`src/rtl/disk_boot_loader_if.sv`:
```
// Bus bundle between the boot loader, its host/disk environment and memory.
// The slave modport is the loader's view and the master modport is the environment's view.
interface disk_boot_loader_if #(
   parameter int CNT_W = 16
);
   logic             start;
   logic [31:0]      src_s;
   logic [31:0]      src_t;
   logic [31:0]      dst_addr;
   logic [CNT_W-1:0] word_count;
   logic [31:0]      disk_s;
   logic [31:0]      disk_t;
   logic [31:0]      disk_data;
   logic             mem_we;
   logic [31:0]      mem_addr;
   logic [31:0]      mem_wdata;
   logic             busy;
   logic             done;

   modport master (
      output start, src_s, src_t, dst_addr, word_count, disk_data,
      input  disk_s, disk_t, mem_we, mem_addr, mem_wdata, busy, done
   );

   modport slave (
      input  start, src_s, src_t, dst_addr, word_count, disk_data,
      output disk_s, disk_t, mem_we, mem_addr, mem_wdata, busy, done
   );
endinterface

```
`src/rtl/disk_boot_loader.sv`:
```
// Copies word_count consecutive disk words, starting at (src_s, src_t), into
// word-addressed memory starting at dst_addr. Each word takes one READ and one WRITE cycle.
module disk_boot_loader #(
   parameter int TRACKS_PER_SECTOR = 2,
   parameter int CNT_W             = 16
) (
   input logic               clk,
   input logic               reset,
   disk_boot_loader_if.slave bus
);
   typedef enum logic [1:0] {
      IDLE  = 2'd0,
      READ  = 2'd1,
      WRITE = 2'd2,
      DONE  = 2'd3
   } state_t;

   localparam logic [32:0] TPS_W = 33'(TRACKS_PER_SECTOR);

   state_t           state_r, state_s;
   logic [31:0]      disk_s_r, disk_s_s;
   logic [31:0]      disk_t_r, disk_t_s;
   logic [31:0]      mem_addr_r, mem_addr_s;
   logic [31:0]      mem_wdata_r, mem_wdata_s;
   logic [CNT_W-1:0] remaining_r, remaining_s;
   logic [32:0]      t_inc_s;

   // State and datapath registers; reset aborts any copy in progress.
   always_ff @(posedge clk or posedge reset) begin
      if (reset) begin
         state_r     <= IDLE;
         disk_s_r    <= 32'd0;
         disk_t_r    <= 32'd0;
         mem_addr_r  <= 32'd0;
         mem_wdata_r <= 32'd0;
         remaining_r <= '0;
      end else begin
         state_r     <= state_s;
         disk_s_r    <= disk_s_s;
         disk_t_r    <= disk_t_s;
         mem_addr_r  <= mem_addr_s;
         mem_wdata_r <= mem_wdata_s;
         remaining_r <= remaining_s;
      end
   end

   // Next-state and next-datapath logic.
   always_comb begin
      state_s     = state_r;
      disk_s_s    = disk_s_r;
      disk_t_s    = disk_t_r;
      mem_addr_s  = mem_addr_r;
      mem_wdata_s = mem_wdata_r;
      remaining_s = remaining_r;
      // Widened so a track value near 2^32 cannot wrap past the sector boundary test.
      t_inc_s     = {1'b0, disk_t_r} + 33'd1;
      case (state_r)
         IDLE: begin
            if (bus.start) begin
               disk_s_s    = bus.src_s;
               disk_t_s    = bus.src_t;
               mem_addr_s  = bus.dst_addr;
               remaining_s = bus.word_count;
               state_s     = (bus.word_count == '0) ? DONE : READ;
            end else begin
               state_s = IDLE;
            end
         end
         READ: begin
            mem_wdata_s = bus.disk_data;
            state_s     = WRITE;
         end
         WRITE: begin
            mem_addr_s  = mem_addr_r + 32'd1;
            remaining_s = remaining_r - CNT_W'(1);
            if (t_inc_s >= TPS_W) begin
               disk_t_s = 32'd0;
               disk_s_s = disk_s_r + 32'd1;
            end else begin
               disk_t_s = t_inc_s[31:0];
            end
            state_s = (remaining_r == CNT_W'(1)) ? DONE : READ;
         end
         DONE: begin
            state_s = IDLE;
         end
         default: begin
            state_s = IDLE;
         end
      endcase
   end

   assign bus.disk_s    = disk_s_r;
   assign bus.disk_t    = disk_t_r;
   assign bus.mem_addr  = mem_addr_r;
   assign bus.mem_wdata = mem_wdata_r;
   assign bus.mem_we    = (state_r == WRITE);
   assign bus.busy      = (state_r != IDLE);
   assign bus.done      = (state_r == DONE);
endmodule

```
`src/flat_wrapper.sv`:
```
// flat-port wrapper written by rule: the top's interface ports become plain ports
module disk_boot_loader_flat 
#(
   parameter int TRACKS_PER_SECTOR = 2,
   parameter int CNT_W             = 16
)
  (clk, reset, bus_start, bus_src_s, bus_src_t, bus_dst_addr, bus_word_count, bus_disk_data, bus_disk_s, bus_disk_t, bus_mem_we, bus_mem_addr, bus_mem_wdata, bus_busy, bus_done);
  disk_boot_loader_if #(.CNT_W(CNT_W)) bus_i ();
  input logic clk;
  input logic reset;
  input wire logic [$bits(bus_i.start)-1:0] bus_start;
  input wire logic [$bits(bus_i.src_s)-1:0] bus_src_s;
  input wire logic [$bits(bus_i.src_t)-1:0] bus_src_t;
  input wire logic [$bits(bus_i.dst_addr)-1:0] bus_dst_addr;
  input wire logic [$bits(bus_i.word_count)-1:0] bus_word_count;
  input wire logic [$bits(bus_i.disk_data)-1:0] bus_disk_data;
  output wire logic [$bits(bus_i.disk_s)-1:0] bus_disk_s;
  output wire logic [$bits(bus_i.disk_t)-1:0] bus_disk_t;
  output wire logic [$bits(bus_i.mem_we)-1:0] bus_mem_we;
  output wire logic [$bits(bus_i.mem_addr)-1:0] bus_mem_addr;
  output wire logic [$bits(bus_i.mem_wdata)-1:0] bus_mem_wdata;
  output wire logic [$bits(bus_i.busy)-1:0] bus_busy;
  output wire logic [$bits(bus_i.done)-1:0] bus_done;
  assign bus_i.start = bus_start;
  assign bus_i.src_s = bus_src_s;
  assign bus_i.src_t = bus_src_t;
  assign bus_i.dst_addr = bus_dst_addr;
  assign bus_i.word_count = bus_word_count;
  assign bus_i.disk_data = bus_disk_data;
  assign bus_disk_s = bus_i.disk_s;
  assign bus_disk_t = bus_i.disk_t;
  assign bus_mem_we = bus_i.mem_we;
  assign bus_mem_addr = bus_i.mem_addr;
  assign bus_mem_wdata = bus_i.mem_wdata;
  assign bus_busy = bus_i.busy;
  assign bus_done = bus_i.done;
  disk_boot_loader #(.TRACKS_PER_SECTOR(TRACKS_PER_SECTOR), .CNT_W(CNT_W)) u_core (.clk(clk), .reset(reset), .bus(bus_i));
endmodule
```
`config.mk`:
```
export PLATFORM = sky130hd
export DESIGN_NAME = disk_boot_loader_flat
export DESIGN_NICKNAME = d
export VERILOG_FILES = /design/src/rtl/disk_boot_loader_if.sv /design/src/rtl/disk_boot_loader.sv /design/src/flat_wrapper.sv
export SDC_FILE = /design/constraint.sdc
export NUM_CORES = 1
export LEC_CHECK = 0
export CORE_ASPECT_RATIO = 1.5
export CORE_UTILIZATION = 58
export CTS_CLUSTER_SIZE = 10
export DETAILED_ROUTE_END_ITERATION = 8
export DONT_BUFFER_PORTS = 1
export PLACE_DENSITY_LB_ADDON = 0.2
export SLEW_MARGIN = 20
export SYNTH_ARGS = -nofsm -noshare
export SYNTH_HDL_FRONTEND = slang
export SYNTH_SLANG_ARGS = --single-unit
```
`constraint.sdc`:
```
create_clock -name clk -period 4.6 [get_ports clk]
set_input_delay 0.46 -clock clk [delete_from_list [all_inputs] [get_ports clk]]
set_output_delay 0.46 -clock clk [all_outputs]
set_load 0.01 [all_outputs]
```
== After elaboration in Yosys (flattened, before gate mapping) ==
Cells that the tools add are included.

* Bits in registers: 146
* Output and inout bits: 131
* Bits in latches: 0
* Bits in writable memories: 0
* Bits in read-only memories: 0
* Input port bits: 147
* Memories: 0

* $add $sub $neg: 4
* Div/mod/pow operators: 0
* Shift operators: 0
* Equality and inequality tests: 6
* Multiplexer cells: 14
* Bitwise operators: 0
* Reductions and logical operators: 6
* Multipliers: 0
* Magnitude comparators: 1

{| class="wikitable"
|+ Operators by type and width
! cell !! number
|-
| one-hot mux 32 bit (2 select lines) || 3
|-
| two-way mux 32 bit || 5
|-
| adder 32 x 1 -> 32 bit (second input constant) || 2
|-
| adder 32 x 1 -> 33 bit (second input constant) || 1
|-
| greater-or-equal comparator 33 x 2 -> 1 bit (second input constant) || 1
|-
| one-hot mux 16 bit (2 select lines) || 1
|-
| equality test 16 x 1 -> 1 bit (second input constant) || 1
|-
| zero test 16 bit || 1
|-
| two-way mux 16 bit || 1
|-
| subtractor 16 x 1 -> 16 bit (second input constant) || 1
|-
| one-hot mux 2 bit (4 select lines) || 1
|-
| two-way mux 2 bit || 3
|-
| equality test 2 bit (second input constant) || 2
|-
| nonzero test 2 bit || 2
|-
| AND reduction 3 bit || 1
|-
| equality test 2 x 1 -> 1 bit (second input constant) || 1
|-
| zero test 2 bit || 1
|-
| inequality test 2 x 1 -> 1 bit (second input constant) || 1
|-
| inequality test 2 bit (second input constant) || 1
|-
| AND reduction 2 bit || 1
|}

== Logic depth before layout (Yosys ltp) ==
Gate-level depths: netlist of run 1.

* Word-level depth: 4
* Mapped depth: 11

== Worst setup path after synthesis of run 1 ==
No wires, ideal clock.

* Kind: register to register
* Start: register u_core.disk_t_r[0] (netlist: u_core.bus.disk_t[0])
* End: register u_core.disk_s_r[24] (netlist: u_core.bus.disk_s[24])
* Data required time: 4479 ps
* Path slack: 2003 ps
* Setup time: 121 ps
* Stages on the path, launching flop included: 12
* Arrival: 2476 ps
* Path through: dfrtp_1 > ha_1 > nand3_4 > or4_1 > nor2_1 > o22ai_1 > nor4_1 > and4_1 > buf_6 > buf_12 > nor3_1 > o22a_1

* Cells in the longest elaborated chain, start to end: 4

{| class="wikitable"
|+ RTL lines
! what !! RTL line !! RTL
|-
| start: declaration || disk_boot_loader.sv:22 || <nowiki>logic [31:0] disk_t_r, disk_t_s;</nowiki>
|-
| start signal: assignment || disk_boot_loader.sv:40 || <nowiki>disk_t_r <= disk_t_s;</nowiki>
|-
| adder 32 x 1 -> 33 bit || disk_boot_loader.sv:56 || <nowiki>t_inc_s = {1'b0, disk_t_r} + 33'd1;</nowiki>
|-
| greater-or-equal comparator 33 x 2 -> 1 bit || disk_boot_loader.sv:76 || <nowiki>if (t_inc_s >= TPS_W) begin</nowiki>
|-
| inequality test 2 x 1 -> 1 bit (no line) || -- ||
|-
| AND reduction 3 bit (no line) || -- ||
|-
| end signal: assignment || disk_boot_loader.sv:39 || <nowiki>disk_s_r <= disk_s_s;</nowiki>
|-
| end: declaration || disk_boot_loader.sv:21 || <nowiki>logic [31:0] disk_s_r, disk_s_s;</nowiki>
|}

No other way between the ends.
A chain may end at the register's enable or synchronous reset.

== Worst setup path in the final report of run 1 ==
* Start: register u_core.disk_t_r[1] (netlist: u_core.bus.disk_t[1])
* End: register u_core.disk_s_r[24] (netlist: u_core.bus.disk_s[24])

Same word-level chain as after synthesis.

==> impl_metrics.py, run 1 <==
metrics = {
    "placed_design": {
        "dp_hpwl_um": 15900,
        "gp_congestion": 0.9356,
        "io_buffer_count": 0,
    },
    "critical_path": {
        "crit_path_end_kind": "flip-flop",
        "cp.arrival_ns": 3.79,
        "regToRegSetupSlack_ns": 1.13,
        "crit_fanout": 16,
        "reg2regPathDepth": 10,
        "critPathLaunch": "u_core.bus.disk_t[1]",
        "critPathLaunchType": "flip-flop",
        "required_ns": 4.92,
        "reg2reg_from": "u_core.bus.disk_t[1]",
        "path_class": "reg2reg",
    },
    "routing": {
        "drt_iter0_markers": 475,
        "routedWlPerCell_um": 21.19,
        "route.vias.total": 7345,
        "drc": 0,
        "dr.pass1.iters": 6,
        "viasPerCell": 6.776,
        "wirelength_um": 22970,
        "ant_nets": 0,
    },
    "die": {
        "dieArea_um2": 14630,
        "core_um2": 13660,
        "start_util": 0.6002,
        "die_y_um": 147.6,
        "pin_count": 278,
        "rows": 52,
        "die_x_um": 99.09,
    },
    "finish": {
        "final_core_util": 0.6451,
        "fin_nets": 1062,
        "antenna-diode-count": 0,
        "multi_input_area_um2": 4183,
        "mostFrequentLayoutCells": "dfrtp_1 (146), nand2_1 (131), a21oi_1 (110)",
        "area_growth_pct": 7.476,
        "fillCellCount": 1165,
        "drive_gt1_frac": 0.1150,
        "final_common_cell": "dfrtp_1",
        "seqCellArea_um2": 3654,
    },
    "sta": {
        "period_minus_slack_ns": 3.469,
        "worst_slew_pin_slew_ns": 0.9787,
        "final-hold-violation-count": 0,
        "setup_violations": 0,
        "tns_ns": 0,
        "fin_crit_sh": 0.7542,
        "slew_violations": 0,
        "grt_setup_unrepaired": "false",
        "slew_headroom": 0.3459,
        "fmax_ghz": 0.2882,
        "fin_skew_ns": 0.01125,
    },
    "clocking": {
        "cts_root_buffer": "clkbuf_16",
        "worst_skew_pair.late_latency_ns": 0.43,
        "h-tree-depth": 4,
        "clock_path_buffers": 2,
        "ctsHoldBuffers": 0,
        "tritoncts": "built",
        "cts_buffers": 17,
        "cts-resized-gates": 0,
        "cts.clk_slew.worst_paths_ns": 0.07,
        "numClockSinks": 146,
        "cts_setup_buffers": 0,
    },
    "power": {
        "power_density_nw_per_um2": 459.0,
        "switching_share": 0.3667,
        "ir_worst_vdd_uv": 280.2,
        "clkPwrFrac": 0.336,
        "p_sw_mw": 1.484,
        "pwr-share-seq": 0.513,
        "combPwrFrac": 0.151,
        "power.leakage_nw": 3.644,
        "p_int_mw": 2.562,
    },
    "global_route": {
        "grt_start_max_net_pins": 118,
        "grt_pass1_vias": 7391,
        "top_usage_layer": "met2",
        "antenna_found_initial": 0,
        "grt_pass1_wl_um": 36350,
        "use_met3": 0.08227,
        "grt_use_total": 0.3150,
        "grt_remaining_overflow": 0,
        "met1_usage": 0.3602,
        "gr-usage-met2": 0.5451,
    },
    "yosys": {
        "syn_avg_cell_area_um2": 8.789,
        "ys.flop_type": "dfrtp_1",
        "async_reset_ff_frac": 1.000,
        "syn_area_um2": 8200,
        "ys_types": 68,
        "synth_area_leaders": "dfrtp_1 (45%), a21oi_1 (6.7%), nand2_1 (6.0%)",
        "syn_nets": 1086,
        "seq_area_frac_synth": 0.4455,
        "synth_seq_cells": 146,
        "ys_warn_count": 0,
        "yosys.area.top_type": "dfrtp_1",
        "yosysTopAreaCellShare": 0.4455,
        "netlist_instances": 933,
        "synth_edf_count": 0,
    },
    "min_path": {
        "hold_class": "in2async",
    },
    "outcome": {
        "outcome": "finished clean",
    },
    "job": {
        "max_cap_viol_count": 0,
    },
}
==> cells by family (layout without fill, tap and decap cells) <==
group	Yosys count	after routing	share of synthesized area
mux	40	40	0.05371
compound gates	284	284	0.2115
simple gates	360	360	0.2200
fa+ha+maj	6	6	0.009154
flops	146	146	0.4455
xor+xnor	13	13	0.01388
buf+inv	84	73	0.04623
==> sequential cells by signal, indices dropped and copies added, names as in the netlist <==
signal	count
u_core.bus.mem_wdata	32
u_core.bus.mem_addr	32
u_core.bus.disk_t	32
u_core.state_r	2
u_core.remaining_r	16
u_core.bus.disk_s	32
==> worst paths after layout <==
check | to
setup / recovery | u_core.bus.disk_s[24]
hold / removal | u_core.bus.disk_t[26]
setup reg to reg | u_core.bus.disk_s[24]
hold reg to reg | u_core.remaining_r[11]
max in group asynchronous | u_core.bus.disk_s[11]
min in group clk | u_core.bus.disk_t[31]
==> synthesized netlist by cell type, drive strengths merged, types with 3 or more instances <==
library cell  instances
dfrtp               146
nand2               133
a21oi               111
nor2                 68
o21ai                67
clkbuf               41
nand3                38
mux2                 32
inv                  28
nor3                 28
nand4                26
o22ai                26
and3                 18
nor4                 17
a31oi                14
buf                  14
a32oi                11
xnor2                11
mux2i                 8
a22oi                 7
nor3b                 7
o31ai                 7
and4                  6
ha                    6
nor2b                 6
a211oi                5
o221a                 5
o22a                  5
a2bb2oi               4
a311oi                4
and2                  4
o211ai                3
or3                   3
==> routing by layer <==
layer	part of all wire	vias up
li1	-	3369
met1	0.37	3528
met2	0.51	383
met3	0.084	65
met4	0.035	0
met5	0	-
==> critical path, cell delays in order (launching register included) <==
cell     delay, ns
dfrtp_1       0.52
ha_1          0.34
nand3_4       0.13
or4_1         0.44
nor2_1        0.14
o22ai_1       0.08
nor4_1        0.45
and4_1        0.73
buf_4         0.28
nor3_1        0.06
o22a_1        0.19
==> power by group through the flow <==
stage          combinational [mW]  clock [mW]  sequential, mW
3_3_place_gp                0.578           0            2.07
4_1_cts                     0.612        1.37            2.07
6_report                    0.611        1.36            2.08
3_5_place_dp                0.608           0            2.09
2_1_floorplan               0.511           0            1.96
5_1_grt                     0.703        1.42            2.12
==> area by class of cell <==
class                           count  share of cell area
Timing Repair Buffer               12             0.01022
Inverter                           29             0.01320
Clock inverter                     15             0.01618
Clock buffer                       17             0.04827
Tap cell                          162             0.02300
Sequential cell                   146              0.4145
Multi-Input combinational cell    703              0.4746
==> metrics by stage <==
step	power [mW]	instances	hold slack, ns	worst slack [ns]	instance area [um2]
floorplan	2.466	933	0.4595	0.2170	8200
detailed placement	2.696	1052	0.4973	1.207	8243
global placement	2.652	1052	0.4851	1.277	8243
CTS	4.049	1084	0.1399	1.186	8811
finish	4.046	1084	0.02405	1.131	8813
global route	4.245	1084	0.08247	0.9670	8813
No activity file was read; power rests on OpenSTA's default activity.
==> run 2: changes to the inputs <==
==> constraint.sdc (replaced) <==
create_clock -name clk -period 2.85 [get_ports clk]
set_input_delay 0.285 -clock clk [delete_from_list [all_inputs] [get_ports clk]]
set_output_delay 0.285 -clock clk [all_outputs]
set_load 0.01 [all_outputs]
==> impl_metrics.py, run 2 (synthesized netlist as in run 1, its figures left out) <==
metrics = {
    "global_route": {
        "grt_pass1_wl_um": 38580,
        "grt_start_max_net_pins": 63,
        "antenna_found_initial": 0,
        "gr-usage-met2": 0.5685,
        "grt_use_total": 0.3341,
        "grt_remaining_overflow": 0,
        "met1_usage": 0.3718,
        "use_met3": 0.09929,
        "top_usage_layer": "met2",
        "grt_pass1_vias": 7809,
    },
    "clocking": {
        "h-tree-depth": 4,
        "cts.clk_slew.worst_paths_ns": 0.07,
        "numClockSinks": 146,
        "clock_path_buffers": 2,
        "cts_root_buffer": "clkbuf_16",
        "worst_skew_pair.late_latency_ns": 0.43,
        "cts_buffers": 17,
        "tritoncts": "built",
    },
    "routing": {
        "viasPerCell": 6.706,
        "routedWlPerCell_um": 21.47,
        "route.vias.total": 7893,
        "drc": 0,
        "drt_iter0_markers": 477,
        "dr.pass1.iters": 5,
        "wirelength_um": 25270,
        "ant_nets": 0,
    },
    "placed_design": {
        "place_area_um2": 8602,
        "dp_hpwl_um": 17000,
        "gp_congestion": 0.9259,
        "io_buffer_count": 0,
    },
    "die": {
        "die_x_um": 99.09,
        "pin_count": 278,
        "start_util": 0.6002,
        "die_y_um": 147.6,
        "rows": 52,
        "core_um2": 13660,
        "dieArea_um2": 14630,
    },
    "finish": {
        "area_growth_pct": 19.70,
        "drive_gt1_frac": 0.1704,
        "fin_area_um2": 9816,
        "mostFrequentLayoutCells": "dfrtp_1 (146), nand2_1 (131), a21oi_1 (109)",
        "antenna-diode-count": 0,
        "fin_nets": 1155,
        "final_common_cell": "dfrtp_1",
    },
    "power": {
        "power.leakage_nw": 4.161,
        "ir_worst_vdd_uv": 447.2,
        "power_density_nw_per_um2": 687.0,
        "finalPower_mw": 6.743,
    },
    "sta": {
        "setup_violations": 0,
        "fin_skew_ns": 0.01197,
        "period_minus_slack_ns": 2.742,
        "final-hold-violation-count": 0,
        "grt_setup_unrepaired": "true",
        "slew_violations": 0,
        "worst_slew_pin_slew_ns": 0.8000,
        "fmax_ghz": 0.3647,
        "fin_crit_sh": 0.9620,
        "slew_headroom": 0.4655,
    },
    "critical_path": {
        "crit_buf_inv": 2,
        "crit_slowest_cell": "dfrtp_1",
        "critPathLaunchType": "flip-flop",
        "crit_fanout": 7,
        "crit_path_end_kind": "flip-flop",
        "cp.arrival_ns": 3.05,
        "cp_top_family": "simple AND/OR/NAND/NOR gates",
        "crit_path_max_incr_delay_ns": 0.53,
        "required_ns": 3.16,
        "crit_chain": "nand3_4 > buf_4 > or4_1 > nor2_1 > o22ai_1 > nor4_2 > and4_4 > buf_12 > nor2_4 > o211a_1",
        "path_class": "reg2reg",
    },
    "min_path": {
        "hold_class": "in2reg",
    },
    "outcome": {
        "outcome": "finished clean",
    },
    "job": {
        "max_cap_viol_count": 0,
    },
}
## run 2: final timing paths
kind | depth (start not counted) | start | slack (ns) | to
max reg2reg | 10 | u_core.bus.disk_t[3] | 0.11 | u_core.bus.disk_s[31]
min | 2 | bus_src_t[27] | 0.005 | u_core.bus.disk_t[27]
min reg2reg | 1 | u_core.remaining_r[11] | 0.51 | u_core.remaining_r[11]
max | 10 | u_core.bus.disk_t[3] | 0.11 | u_core.bus.disk_s[31]
min in group asynchronous | 2 | reset | 0.47 | u_core.bus.disk_s[24]
max in group asynchronous | 3 | reset | 1.58 | u_core.bus.mem_wdata[22]
## run 2: routing by layer
metal  up-vias  wire length, um
li1       3569                -
met1      3767             8920
met2       459            12970
met3        98             2269
met4         0             1113
met5         -                0
## run 2: where the power goes
| group | leakage [nW] | switching (mW) | total [mW] | internal [mW] |
|---|---|---|---|---|
| clock network | 0.294 | 1.02 | 2.27 | 1.25 |
| logic | 2.01 | 0.601 | 1.13 | 0.527 |
| registers | 1.85 | 0.818 | 3.35 | 2.53 |
| total | 4.16 | 2.44 | 6.74 | 4.31 |
## run 2: layout make-up
class | count | area, um2
fillers | 1030 | 3847
clock buffers | 17 | 425.4
clock inverters | 15 | 166.4
repair buffers | 104 | 960.9
inverters | 29 | 112.6
multi-input cells | 704 | 4294
flip-flops and latches | 146 | 3654
well taps | 162 | 202.7
## run 2: timing repair
item / in CTS / in global routing
hold buffers: 28 / 10
pin swaps: 1 / 9
endpoints found under the setup margin: 24 / 33
hold endpoints to repair: 59 / 10
resized for setup: 2 / 24
setup buffers: 2 / 7
cloned: 0 / 3
## run 2: metrics by stage
stage	setup WS, ns	utilization	std cells	hold slack [ns]	setup TNS [ns]
after CTS	0.06022	0.6953	1157	0.0004446	0
final	0.1082	0.7184	1177	0.004596	0
after floorplan	0.2529	-	933	0.4010	0
after global routing	-0.02731	0.7184	1177	0.0005977	-0.2621
after global placement	0.07143	0.6296	1095	0.3323	0
after detailed placement	-0.01221	0.6296	1095	0.3394	-0.01350
